**src/rtl/pdp8_mem_arbiter_pkg.sv**
```systemverilog
// ---------------------------------------------------------------------------
// pdp8_mem_arbiter_pkg
//
// Shared definitions for the PDP-8 memory arbiter slice:
//   word_t                 - 12-bit PDP-8 machine word
//   arb_state_t            - transaction FSM states
//   port_id_t              - requester identity (CPU = 0, loader/front panel = 1)
//   DEFAULT_TIMEOUT_CYCLES - default WAIT-state abort limit
//   rr_pick()              - two-way round-robin selection
// ---------------------------------------------------------------------------
package pdp8_mem_arbiter_pkg;

  localparam int WORD_W = 12;

  typedef logic [WORD_W-1:0] word_t;

  localparam word_t WORD_ZERO = 12'o0000;

  typedef enum logic [1:0] {
    ST_IDLE  = 2'd0,
    ST_ISSUE = 2'd1,
    ST_WAIT  = 2'd2,
    ST_RESP  = 2'd3
  } arb_state_t;

  typedef enum logic {
    PORT_CPU = 1'b0,
    PORT_LDR = 1'b1
  } port_id_t;

  localparam int unsigned DEFAULT_TIMEOUT_CYCLES = 64;

  // A lone requester always wins. On a tie the port that was not granted
  // last goes next, so neither side can starve the other.
  function automatic port_id_t rr_pick(input logic     cpu_req,
                                       input logic     ldr_req,
                                       input port_id_t last);
    port_id_t pick;
    pick = PORT_CPU;
    if (cpu_req && ldr_req) begin
      pick = (last == PORT_CPU) ? PORT_LDR : PORT_CPU;
    end else if (ldr_req) begin
      pick = PORT_LDR;
    end
    return pick;
  endfunction

endpackage

```
**src/rtl/pdp8_mem_arbiter_rr_arb2.sv**
```systemverilog
// ---------------------------------------------------------------------------
// rr_arb2
//
// Two-way round-robin picker for the PDP-8 memory arbiter. The pick is purely
// combinational from the current requests and the registered last-granted
// pointer; the pointer only moves when the owning FSM says a transaction has
// completed.
//
// Ports:
//   clk, rst     - clock, asynchronous active-high reset
//   cpu_req      - request from the CPU port
//   ldr_req      - request from the loader / front-panel port
//   update       - load update_port into the last-granted pointer
//   update_port  - port that just completed its transaction
//   any_req      - at least one request is pending
//   pick         - port that would win if granted now
// ---------------------------------------------------------------------------
module rr_arb2
  import pdp8_mem_arbiter_pkg::*;
#(
  parameter bit RESET_LAST = 1'b1
) (
  input  logic     clk,
  input  logic     rst,
  input  logic     cpu_req,
  input  logic     ldr_req,
  input  logic     update,
  input  port_id_t update_port,
  output logic     any_req,
  output port_id_t pick
);

  port_id_t last_q;
  port_id_t last_d;

  // The pointer records who finished last; it holds between transactions so
  // the next tie goes to the other side.
  always_comb begin
    last_d = last_q;
    if (update) begin
      last_d = update_port;
    end
  end

  // RESET_LAST = 1 makes the loader look like the previous winner, which
  // hands the first tie after reset to the CPU.
  always_ff @(posedge clk or posedge rst) begin
    if (rst) begin
      last_q <= port_id_t'(RESET_LAST);
    end else begin
      last_q <= last_d;
    end
  end

  assign any_req = cpu_req | ldr_req;
  assign pick    = rr_pick(cpu_req, ldr_req, last_q);

endmodule

```
**src/rtl/pdp8_mem_arbiter.sv**
```systemverilog
// ---------------------------------------------------------------------------
// pdp8_mem_arbiter
//
// Shares one memory controller between the PDP-8 CPU (port 0) and the
// loader / front panel (port 1). Each transaction walks IDLE -> ISSUE ->
// WAIT -> RESP; the request that wins in IDLE has its we/addr/wdata latched,
// the strobe is held through WAIT until mem_done, and the owner gets a single
// ack pulse in RESP. A WAIT that runs TIMEOUT_CYCLES cycles without mem_done
// is aborted: the strobe drops, rdata is zeroed and timeout_err pulses
// alongside the ack.
//
// Ports:
//   clk, rst                 - clock, asynchronous active-high reset
//   cpu_req/we/addr/wdata    - CPU request, held until cpu_ack
//   cpu_ack                  - one-cycle completion pulse to the CPU
//   ldr_req/we/addr/wdata    - loader request, held until ldr_ack
//   ldr_ack                  - one-cycle completion pulse to the loader
//   rdata                    - read data, valid in the ack cycle
//   mem_rd_en, mem_wr_en     - strobes to the memory controller
//   mem_addr, mem_wdata      - latched address and write data
//   mem_rdata, mem_done      - memory read data and completion pulse
//   busy                     - any state other than IDLE
//   owner                    - port of the current or most recent grant
//   timeout_err              - one-cycle pulse on a timeout abort
// ---------------------------------------------------------------------------
module pdp8_mem_arbiter
  import pdp8_mem_arbiter_pkg::*;
#(
  parameter int unsigned TIMEOUT_CYCLES = DEFAULT_TIMEOUT_CYCLES,
  parameter bit          RESET_LAST     = 1'b1
) (
  input  logic              clk,
  input  logic              rst,
  input  logic              cpu_req,
  input  logic              cpu_we,
  input  logic [WORD_W-1:0] cpu_addr,
  input  logic [WORD_W-1:0] cpu_wdata,
  output logic              cpu_ack,
  input  logic              ldr_req,
  input  logic              ldr_we,
  input  logic [WORD_W-1:0] ldr_addr,
  input  logic [WORD_W-1:0] ldr_wdata,
  output logic              ldr_ack,
  output logic [WORD_W-1:0] rdata,
  output logic              mem_rd_en,
  output logic              mem_wr_en,
  output logic [WORD_W-1:0] mem_addr,
  output logic [WORD_W-1:0] mem_wdata,
  input  logic [WORD_W-1:0] mem_rdata,
  input  logic              mem_done,
  output logic              busy,
  output logic              owner,
  output logic              timeout_err
);

  // The counter has to be able to hold TIMEOUT_CYCLES itself.
  localparam int CNT_W = (TIMEOUT_CYCLES < 1) ? 1 : $clog2(TIMEOUT_CYCLES + 1);
  localparam logic [CNT_W-1:0] CNT_LIMIT = CNT_W'(TIMEOUT_CYCLES);
  localparam logic [CNT_W-1:0] CNT_MAX   = {CNT_W{1'b1}};

  arb_state_t       state_q,   state_d;
  port_id_t         owner_q,   owner_d;
  logic             we_q,      we_d;
  word_t            addr_q,    addr_d;
  word_t            wdata_q,   wdata_d;
  word_t            rdata_q,   rdata_d;
  logic [CNT_W-1:0] cnt_q,     cnt_d;
  logic             timeout_q, timeout_d;

  logic             any_req;
  port_id_t         pick;
  logic             arb_update;
  logic [CNT_W-1:0] cnt_inc;
  logic             strobe_active;

  rr_arb2 #(
    .RESET_LAST (RESET_LAST)
  ) u_rr_arb2 (
    .clk         (clk),
    .rst         (rst),
    .cpu_req     (cpu_req),
    .ldr_req     (ldr_req),
    .update      (arb_update),
    .update_port (owner_q),
    .any_req     (any_req),
    .pick        (pick)
  );

  // Saturating increment so the counter can never wrap back under the limit.
  assign cnt_inc = (cnt_q == CNT_MAX) ? cnt_q : cnt_q + CNT_W'(1);

  // Next-state and datapath latches. Requests are only looked at in IDLE, so
  // a request still high during RESP waits for the next IDLE cycle, and
  // mem_done only matters in WAIT. In WAIT a real mem_done beats a timeout
  // landing on the same cycle.
  always_comb begin
    state_d    = state_q;
    owner_d    = owner_q;
    we_d       = we_q;
    addr_d     = addr_q;
    wdata_d    = wdata_q;
    rdata_d    = rdata_q;
    cnt_d      = cnt_q;
    timeout_d  = 1'b0;
    arb_update = 1'b0;

    case (state_q)
      ST_IDLE: begin
        cnt_d = '0;
        if (any_req) begin
          state_d = ST_ISSUE;
          owner_d = pick;
          if (pick == PORT_CPU) begin
            we_d    = cpu_we;
            addr_d  = cpu_addr;
            wdata_d = cpu_wdata;
          end else begin
            we_d    = ldr_we;
            addr_d  = ldr_addr;
            wdata_d = ldr_wdata;
          end
        end
      end

      ST_ISSUE: begin
        state_d = ST_WAIT;
        cnt_d   = '0;
      end

      ST_WAIT: begin
        if (mem_done) begin
          state_d = ST_RESP;
          if (!we_q) begin
            rdata_d = mem_rdata;
          end
        end else begin
          cnt_d = cnt_inc;
          if (cnt_inc == CNT_LIMIT) begin
            state_d   = ST_RESP;
            timeout_d = 1'b1;
            rdata_d   = WORD_ZERO;
          end
        end
      end

      ST_RESP: begin
        state_d    = ST_IDLE;
        cnt_d      = '0;
        arb_update = 1'b1;
      end

      default: begin
        state_d = ST_IDLE;
      end
    endcase
  end

  // All state clears asynchronously so a reset in the middle of WAIT pulls
  // the strobes and busy down without waiting for a clock.
  always_ff @(posedge clk or posedge rst) begin
    if (rst) begin
      state_q   <= ST_IDLE;
      owner_q   <= PORT_CPU;
      we_q      <= 1'b0;
      addr_q    <= WORD_ZERO;
      wdata_q   <= WORD_ZERO;
      rdata_q   <= WORD_ZERO;
      cnt_q     <= '0;
      timeout_q <= 1'b0;
    end else begin
      state_q   <= state_d;
      owner_q   <= owner_d;
      we_q      <= we_d;
      addr_q    <= addr_d;
      wdata_q   <= wdata_d;
      rdata_q   <= rdata_d;
      cnt_q     <= cnt_d;
      timeout_q <= timeout_d;
    end
  end

  // Strobes, acks and busy decode straight from registered state. timeout_q
  // is only ever set on the WAIT->RESP edge, so it lines up with the ack.
  assign strobe_active = (state_q == ST_ISSUE) || (state_q == ST_WAIT);
  assign mem_rd_en     = strobe_active & ~we_q;
  assign mem_wr_en     = strobe_active &  we_q;
  assign mem_addr      = addr_q;
  assign mem_wdata     = wdata_q;
  assign rdata         = rdata_q;
  assign busy          = (state_q != ST_IDLE);
  assign owner         = owner_q;
  assign cpu_ack       = (state_q == ST_RESP) && (owner_q == PORT_CPU);
  assign ldr_ack       = (state_q == ST_RESP) && (owner_q == PORT_LDR);
  assign timeout_err   = timeout_q;

endmodule
```
**config.mk**
```make
export PLATFORM = sky130hd
export DESIGN_NAME = pdp8_mem_arbiter
export DESIGN_NICKNAME = d
export VERILOG_FILES = /design/src/rtl/pdp8_mem_arbiter_pkg.sv /design/src/rtl/pdp8_mem_arbiter_rr_arb2.sv /design/src/rtl/pdp8_mem_arbiter.sv
export SDC_FILE = /design/constraint.sdc
export NUM_CORES = 1
export LEC_CHECK = 0
export CAP_MARGIN = 30
export CORE_MARGIN = 1.5
export CORE_UTILIZATION = 46
export CTS_BUF_LIST = sky130_fd_sc_hd__clkbuf_8 sky130_fd_sc_hd__clkbuf_16
export CTS_CLUSTER_DIAMETER = 80
export CTS_CLUSTER_SIZE = 12
export DETAILED_ROUTE_END_ITERATION = 7
export PLACE_DENSITY_LB_ADDON = 0.3
export REMOVE_ABC_BUFFERS = 1
export SLEW_MARGIN = 25
export SYNTH_ARGS = -nofsm -noshare
export SYNTH_HDL_FRONTEND = slang
export SYNTH_SLANG_ARGS = --single-unit
```
**constraint.sdc**
```tcl
create_clock -name clk -period 5.7 [get_ports clk]
set_input_delay 1.14 -clock clk [delete_from_list [all_inputs] [get_ports clk]]
set_output_delay 1.14 -clock clk [all_outputs]
set_load 0.01 [all_outputs]
```
* Word level (Yosys, flattened, before mapping) *
Cells that the tools add are included.

storage, ports and cells
  flip-flop bits (word level) = 49
  bits of input ports = 67

cells by class
  add/sub/neg operators = 1
  equality and inequality tests = 9
  mux-type cells = 20
  bitwise gates (word level) = 5
  reductions and logical operators = 11

operators with widths
  cell                   number
  $mux W12               5
  $eq A7 B7 Y1 const B   2
  $mux W7                2
  $pmux W7 S2            1
  $mux W1                8
  $pmux W2 S4            1
  $add A7 B1 Y7 const B  1
  $mux W2                3
  $ne A2 B2 Y1 const B   3
  $eq A2 B2 Y1 const B   2
  $reduce_and A2 Y1      2
  $reduce_bool A2 Y1     2
  $logic_and A1 B1 Y1    3
  $ne A3 B3 Y1 const B   1
  $reduce_and A3 Y1      1
  $reduce_or A3 Y1       1
  $and A1 B1 Y1          2
  $eq A2 B1 Y1 const B   1
  $logic_not A2 Y1       1
  $not A1 Y1             2
  $logic_or A1 B1 Y1     1
  $or A1 B1 Y1           1

* Depth between registers and ports, before layout *
Gate-level depths: netlist of the first run.

  depth in word-level cells = 6
  mapped depth = 7
  gate-level depth less buffers = 7

* By module *
From an unflattened synthesis of the first run, not the netlist that was laid out.

unflattened totals
  cells, all modules = 236
  area, all modules = 2402.3 um2

modules (own cells, without submodules)
  module            instances  cells each  area each (um2)  sequential area each (um2)
  pdp8_mem_arbiter  1          231         2343.5           1201.2
  rr_arb2           1          5           58.8             26.3

* Worst setup path after synthesis of the first run *
No wires, ideal clock.

  path kind = in2reg
  from = in ldr_req
  to = reg addr_q[0], in the netlist mem_addr[0]
  arrival time = 2.215 ns
  data required time = 5.567 ns
  setup slack = 3.352 ns
  stages on the path = 5
  buffers on the path = 2
  cell sequence = a21boi_0 > buf_1 > buf_2 > mux2i_1 > o21ai_0

on the way
  longest elaborated chain between the ends = 3
  elaborated cells between the ends (all ways) = 6
  those cells by class = mux: 3; bitwise: 1; reduce/logical: 2

ends and longest elaborated chain
  item                                                   RTL line                                                source
  from (decl)                                            pdp8_mem_arbiter.sv:39                                  input logic ldr_req,
  $mux W1 / $logic_and A1 B1 Y1 (equally long branches)  pdp8_mem_arbiter_pkg.sv:42, pdp8_mem_arbiter_pkg.sv:40
  $mux W1                                                pdp8_mem_arbiter_pkg.sv:40                              if (cpu_req && ldr_req) begin
  $mux W12                                               pdp8_mem_arbiter.sv:113                                 if (pick == PORT_CPU) begin
  to (signal assigned)                                   pdp8_mem_arbiter.sv:174                                 addr_q <= addr_d;
  to (decl)                                              pdp8_mem_arbiter.sv:64                                  word_t addr_q, addr_d;

Several ways; a longest one is shown, not always the timed one.
A chain may end at the register's enable or synchronous reset.

* Final worst setup path of the first run *
  from = reg state_q[1]
  to = out mem_rd_en

on the way
  longest elaborated chain between the ends = 3
  elaborated cells between the ends (all ways) = 4
  those cells by class = eq/ne: 2; bitwise: 1; reduce/logical: 1

ends and longest elaborated chain
  item                                                 RTL line                 source
  from (decl)                                          pdp8_mem_arbiter.sv:61   arb_state_t state_q, state_d;
  from (signal assigned)                               pdp8_mem_arbiter.sv:171  state_q <= state_d;
  $eq A2 B1 Y1 / $eq A2 B2 Y1 (equally long branches)  pdp8_mem_arbiter.sv:184  assign strobe_active = (state_q == ST_ISSUE) || (state_q == ST_WAIT);
  $logic_or A1 B1 Y1 (*)                               pdp8_mem_arbiter.sv:184
  $and A1 B1 Y1 (*)                                    pdp8_mem_arbiter.sv:185  assign mem_rd_en = strobe_active & ~we_q;
  to (decl)                                            pdp8_mem_arbiter.sv:45   output logic mem_rd_en,

Every way passes the cells marked *; elsewhere a longest branch is shown, timed or not.

==> metrics.csv, run 1 <==
metric,value,unit
setup_viol,0,
p_sw,0.6436,mW
critPathKind,flip-flop to output pin,
p_leak,1.638,nW
multi_input_area,0.001226,mm2
postCtsSetupBuffers,0,
portBuffers,109,
antenna_found_initial,0,
cp.required,4.56,ns
clk_pin_slew_worst_paths,0.08,ns
regArea,0.001227,mm2
synth_warnings,0,
seqPwrFrac,35.9,%
num_antenna_cells,0,
grt_pass1_vias,2374,
core,0.005205,mm2
hold_class,flip-flop to flip-flop,
crit_fanout,4,
worstSetupEndpointType,output pin,
report.final.slew_viol_count,0,
crit_chain,inv_1 -> ha_1 -> nor2b_1 -> clkdlybuf4s50_1,
cp.arrival,1.79,ns
track_usage,23.61,%
relSlewSlack,51.02,%
fmax,0.3413,GHz
skew,0.01063,ns
async_flop_share,100.0,%
insertion_delay,0.31,ns
yosysSeqAreaShare,48.28,%
place_hpwl,4.919,mm
drive_above_1_share,5.785,%
cts-htree-levels,2,
fin_area,0.003791,mm2
rows,26,
drt-wirelength-per-cell,15.39,um
pwr_density_cell,457.6,mW/mm2
initial_core_util,48.85,%
viasPerCell,5.425,
syn_to_final_growth,49.11,%
root_buffer,clkbuf_8,
cp-start-kind,flip-flop,
post_cts_resized,0,
netSwitchingFraction,37.10,%
clock_power_share,12.4,%
cp_top_family,buffers and inverters,
rsz0062_at_grt,false,
p_comb_share,51.8,%
grt_max_degree,52,
synth-seq-cells,49,
dieArea,0.005982,mm2
fill_cells,409,
synth_area,0.002542,mm2
cts_sinks,49,
grt_pass1_wl,11.23,mm
hold_ws,0.4804,ns
finalHoldViolCount,0,
wirelength,6.663,mm
worstMarginPinSlew,0.7320,ns
die_y,77.35,um
clock_path_buffers,2,
fin_crit,2.930,ns
fin_cells,433,
dr.pass1.iters,4,
overflow,0,
synth.distinct_cells,43,
drv_cap,0,
period_share,51.41,%
final_nets,433,
synth_top_flop_cell,dfrtp_1,
vias,2349,
intPower,1.091,mW
place_congestion,0.9041,
tritoncts,yes,
ir_drop,0.2534,mV
path_buf_inv,2,
cp_slowest_stage_delay,0.55,ns
cts_hold_buf,0,
slowest_stage,clkdlybuf4s50_1,
pin_count,110,
ant_nets,0,
dr.first_iter.drc_count,124,
avgSynthCellArea,9.779,um2
numCtsBuffers,5,
fin_setup_tns,0,ns
drc_errors,0,
place_area,0.003697,mm2
synth_edf_count,0,
die_w,77.35,um
dp_cells,425,
outcome,"finished, final reports clean",
netlist_instances,260,
==> per-stage QoR <==
| step | worst slack [ns] | total power [mW] | utilization, % |
|---|---|---|---|
| 4_1_cts | 2.746 | 1.743 | 72.84 |
| 2_1_floorplan | 1.231 | 1.067 | - |
| 3_3_place_gp | 2.629 | 1.488 | 70.36 |
| 3_5_place_dp | 2.702 | 1.529 | 71.03 |
| 5_1_grt | 2.661 | 1.861 | 72.84 |
| 6_report | 2.770 | 1.735 | 72.84 |
==> tightest hold or removal path, cell delays in order, from the launching register on <==
cell and delay [ns]:
dfrtp_1 0.35, nand2_1 0.05, o21ai_0 0.06
==> cells in the mapped netlist, drive strengths merged (3+ instances only) <==
| library cell | count | area, um2 |
|---|---|---|
| dfrtp | 48 | 1201 |
| nand2 | 45 | 168.9 |
| o21ai | 40 | 200.2 |
| mux2i | 28 | 280.3 |
| a22o | 11 | 96.34 |
| a22oi | 11 | 82.58 |
| clkbuf | 11 | 41.29 |
| nor2 | 8 | 32.54 |
| buf | 6 | 40.03 |
| a31oi | 5 | 31.28 |
| inv | 5 | 18.77 |
| nor2b | 5 | 31.28 |
| ha | 4 | 50.05 |
| nand3 | 3 | 15.01 |
| xnor2 | 3 | 26.28 |
==> power groups by stage <==
stage | combinational [mW] | sequential [mW] | clock (mW)
2_1_floorplan | 0.402 | 0.664 | 0
3_3_place_gp | 0.869 | 0.620 | 0
3_5_place_dp | 0.904 | 0.625 | 0
4_1_cts | 0.905 | 0.622 | 0.217
5_1_grt | 0.986 | 0.643 | 0.232
6_report | 0.898 | 0.622 | 0.215
==> cell usage in the layout (no fill, tap or decap), drive strengths merged, types with 2 or more instances in the layout <==
| cell | synthesis | final |
|---|---|---|
| nand3 | 3 | 3 |
| a22o | 11 | 11 |
| and2 | 2 | 2 |
| nor3 | 2 | 2 |
| xnor2 | 3 | 3 |
| mux2i | 28 | 28 |
| a31oi | 5 | 5 |
| clkbuf | 11 | 6 |
| o21ai | 40 | 40 |
| nor2 | 8 | 8 |
| ha | 4 | 4 |
| and3 | 2 | 2 |
| nor2b | 5 | 5 |
| a22oi | 11 | 11 |
| nand2b | 2 | 2 |
| or3 | 2 | 2 |
| inv | 5 | 6 |
| buf | 6 | 3 |
| clkdlybuf4s50 | 0 | 109 |
| dfrtp | 48 | 48 |
| nand2 | 45 | 45 |
| a32oi | 2 | 2 |
==> cells by family (layout without fill, tap and decap cells) <==
group / after synthesis / in the layout / share of synthesized area [%]
adders and majority gates: 4 / 4 / 1.969
AOI/OAI and AO/OA: 76 / 76 / 19.10
buffers and inverters: 23 / 126 / 4.084
DFF: 49 / 49 / 48.28
and+or+nand+nor: 76 / 76 / 14.08
muxes: 29 / 29 / 11.47
xor gates and xnor gates: 3 / 3 / 1.034
==> area by class of cell <==
cell class | count | share of cell area, %
timing repair buffer | 112 | 29.90
sequential | 49 | 32.38
clock inverter | 2 | 0.2970
clock buffer | 6 | 2.178
tap | 70 | 2.310
inverter | 6 | 0.5941
multi-input combinational | 188 | 32.34
==> routing by layer <==
metal | track usage, % | wire length (um) | share of wire, %
met5 | 0 | 0 | 0
met4 | 10.36 | 218 | 3.3
met3 | 4.706 | 328 | 4.9
met2 | 40.79 | 3383 | 51
met1 | 28.44 | 2732 | 41
==> state kept, by name, indices dropped and copies added, names as in the netlist <==
name	flops
cnt_q	7
mem_addr	12
mem_wdata	12
owner	1
rdata	12
state_q	2
timeout_err	1
u_rr_arb2.last_q	1
we_q	1
==> path summary, 6_finish.rpt <==
path,startpoint,end,slack (ns),cells past startpoint
setup / recovery,state_q[1]$_DFFE_PP0P_,mem_rd_en,2.77,4
hold / removal,mem_addr[11]$_DFFE_PP0P_,mem_addr[11]$_DFFE_PP0P_,0.48,2
min in group asynchronous,rst,mem_addr[3]$_DFFE_PP0P_,1.15,2
max in group asynchronous,rst,rdata[10]$_DFFE_PP0P_,4.02,3
hold reg to reg,mem_addr[11]$_DFFE_PP0P_,mem_addr[11]$_DFFE_PP0P_,0.48,2
setup reg to reg,state_q[0]$_DFFE_PP0P_,rdata[0]$_DFFE_PP0P_,3.12,7
No activity file was read; power rests on OpenSTA's default activity.
==> run 2, diff against run 1 <==
- CORE_UTILIZATION: 46 -> 42
- clock period: 5.7 -> 2.86 ns (I/O delays scaled with it)
==> metrics.csv, run 2 (synthesized netlist as in run 1, its figures left out) <==
metric,value,unit,change
fin_ws,0.4883,ns,-2.282 ns
vias,2294,,-2.3%
numCtsBuffers,5,,unchanged
num_antenna_cells,0,,unchanged
final_common_cell,clkdlybuf4s50_1,,
dr.pass1.iters,4,,unchanged
wirelength,6.294,mm,-5.5%
cp-start-kind,flip-flop,,
grt_max_degree,52,,unchanged
place_congestion,0.8591,,-5.0%
worstSetupEndpointType,output pin,,
drc_errors,0,,unchanged
root_buffer,clkbuf_8,,
clock_path_buffers,2,,unchanged
initial_core_util,43.20,%,-5.6 points
hold_class,flip-flop to flip-flop,,
worstMarginPinSlew,0.6844,ns,-0.04764 ns
pin_count,110,,unchanged
final_nets,436,,+0.69%
post_cts_resized,0,,unchanged
tritoncts,yes,,
utilization,65.11,%,-7.7 points
die_w,80.81,um,+4.5%
outcome,"finished, final reports clean",,
dr.first_iter.drc_count,105,,-15%
track_usage,20.63,%,-3.0 points
relSlewSlack,54.20,%,+3.2 points
overflow,0,,unchanged
insertion_delay,0.30,ns,about the same
drive_above_1_share,6.831,%,+1.0 points
cts-htree-levels,2,,unchanged
pwr_density_cell,911.4,mW/mm2,+99%
fin_cells,441,,+1.8%
place_hpwl,4.708,mm,-4.3%
die_y,80.81,um,+4.5%
postCtsSetupBuffers,0,,unchanged
dp_cells,433,,+1.9%
place_area,0.003731,mm2,+0.91%
layout_common_cells,"clkdlybuf4s50_1 (109), dfrtp_1 (48), nand2_1 (45)",,
rows,28,,+7.7%
cp.required,2.29,ns,-2.27 ns
fin_setup_tns,0,ns,unchanged
report.final.slew_viol_count,0,,unchanged
fin_crit,2.372,ns,
clk_pin_slew_worst_paths,0.09,ns,about the same
cts_sinks,49,,unchanged
p_leak,1.660,nW,+1.3%
crit_fanout,4,,unchanged
grt_pass1_wl,10.25,mm,-8.7%
ant_nets,0,,unchanged
hold_ws,0.4854,ns,+0.004985 ns
critPathKind,flip-flop to output pin,,
finalHoldViolCount,0,,unchanged
viasPerCell,5.202,,-4.1%
total_power,3.493,mW,+100%
portBuffers,109,,unchanged
setup_viol,0,,unchanged
grt_pass1_vias,2209,,-7.0%
rsz0062_at_grt,false,,
skew,0.009957,ns,-0.0006733 ns
cp.arrival,1.80,ns,about the same
syn_to_final_growth,50.74,%,
dp_slack,0.5702,ns,-2.132 ns
fmax,0.4216,GHz,
ir_drop,0.4302,mV,+70%
fill_cells,497,,+22%
cts_hold_buf,0,,unchanged
fin_area,0.003832,mm2,+1.1%
dieArea,0.006529,mm2,+9.1%
drt-wirelength-per-cell,14.27,um,-7.3%
period_share,82.93,%,
drv_cap,0,,unchanged
core,0.005886,mm2,+13%
antenna_found_initial,0,,unchanged
-- run 2: area by class of cell --
class / instances / area [um2] / area share [%]
Timing Repair Buffer: 115 / 1161 / 30.30
Inverter: 6 / 22.52 / 0.5877
Multi-Input combinational cell: 188 / 1226 / 31.99
Tap cell: 75 / 93.84 / 2.449
Sequential cell: 49 / 1227 / 32.03
Clock buffer: 7 / 96.34 / 2.514
Clock inverter: 1 / 5.005 / 0.1306
-- run 2: per-layer routing --
metal	share of wire (%)	up-vias	global-route usage, %
met5	0	-	0
met4	1.4	0	7.931
met3	11	10	8.539
met2	47	91	32.92
met1	40	1058	24.82
li1	-	1135	-
-- run 2: path summary, 6_finish.rpt --
| path | start | slack, ns | to | cells past startpoint |
|---|---|---|---|---|
| min reg2reg | mem_wdata[10]$_DFFE_PP0P_ | 0.49 | mem_wdata[10]$_DFFE_PP0P_ | 2 |
| max | state_q[1]$_DFFE_PP0P_ | 0.49 | mem_rd_en | 4 |
| min in group asynchronous | rst | 0.65 | mem_wdata[9]$_DFFE_PP0P_ | 2 |
| max in group asynchronous | rst | 1.61 | u_rr_arb2.last_q$_DFFE_PP1N_ | 3 |
| min | mem_wdata[10]$_DFFE_PP0P_ | 0.49 | mem_wdata[10]$_DFFE_PP0P_ | 2 |
| max reg2reg | cnt_q[0]$_DFFE_PP0P_ | 0.55 | rdata[8]$_DFFE_PP0P_ | 6 |
-- run 2: worst max-delay path: stages (launching register included) --
cell	delay [ns]
dfrtp_1	0.42
inv_1	0.08
ha_1	0.32
nor2b_1	0.14
clkdlybuf4s50_1	0.54
-- run 2: where the power goes --
part	switching, mW	internal, mW
clock	0.228	0.219
sequential	0.221	0.991
combinational	0.821	1.01
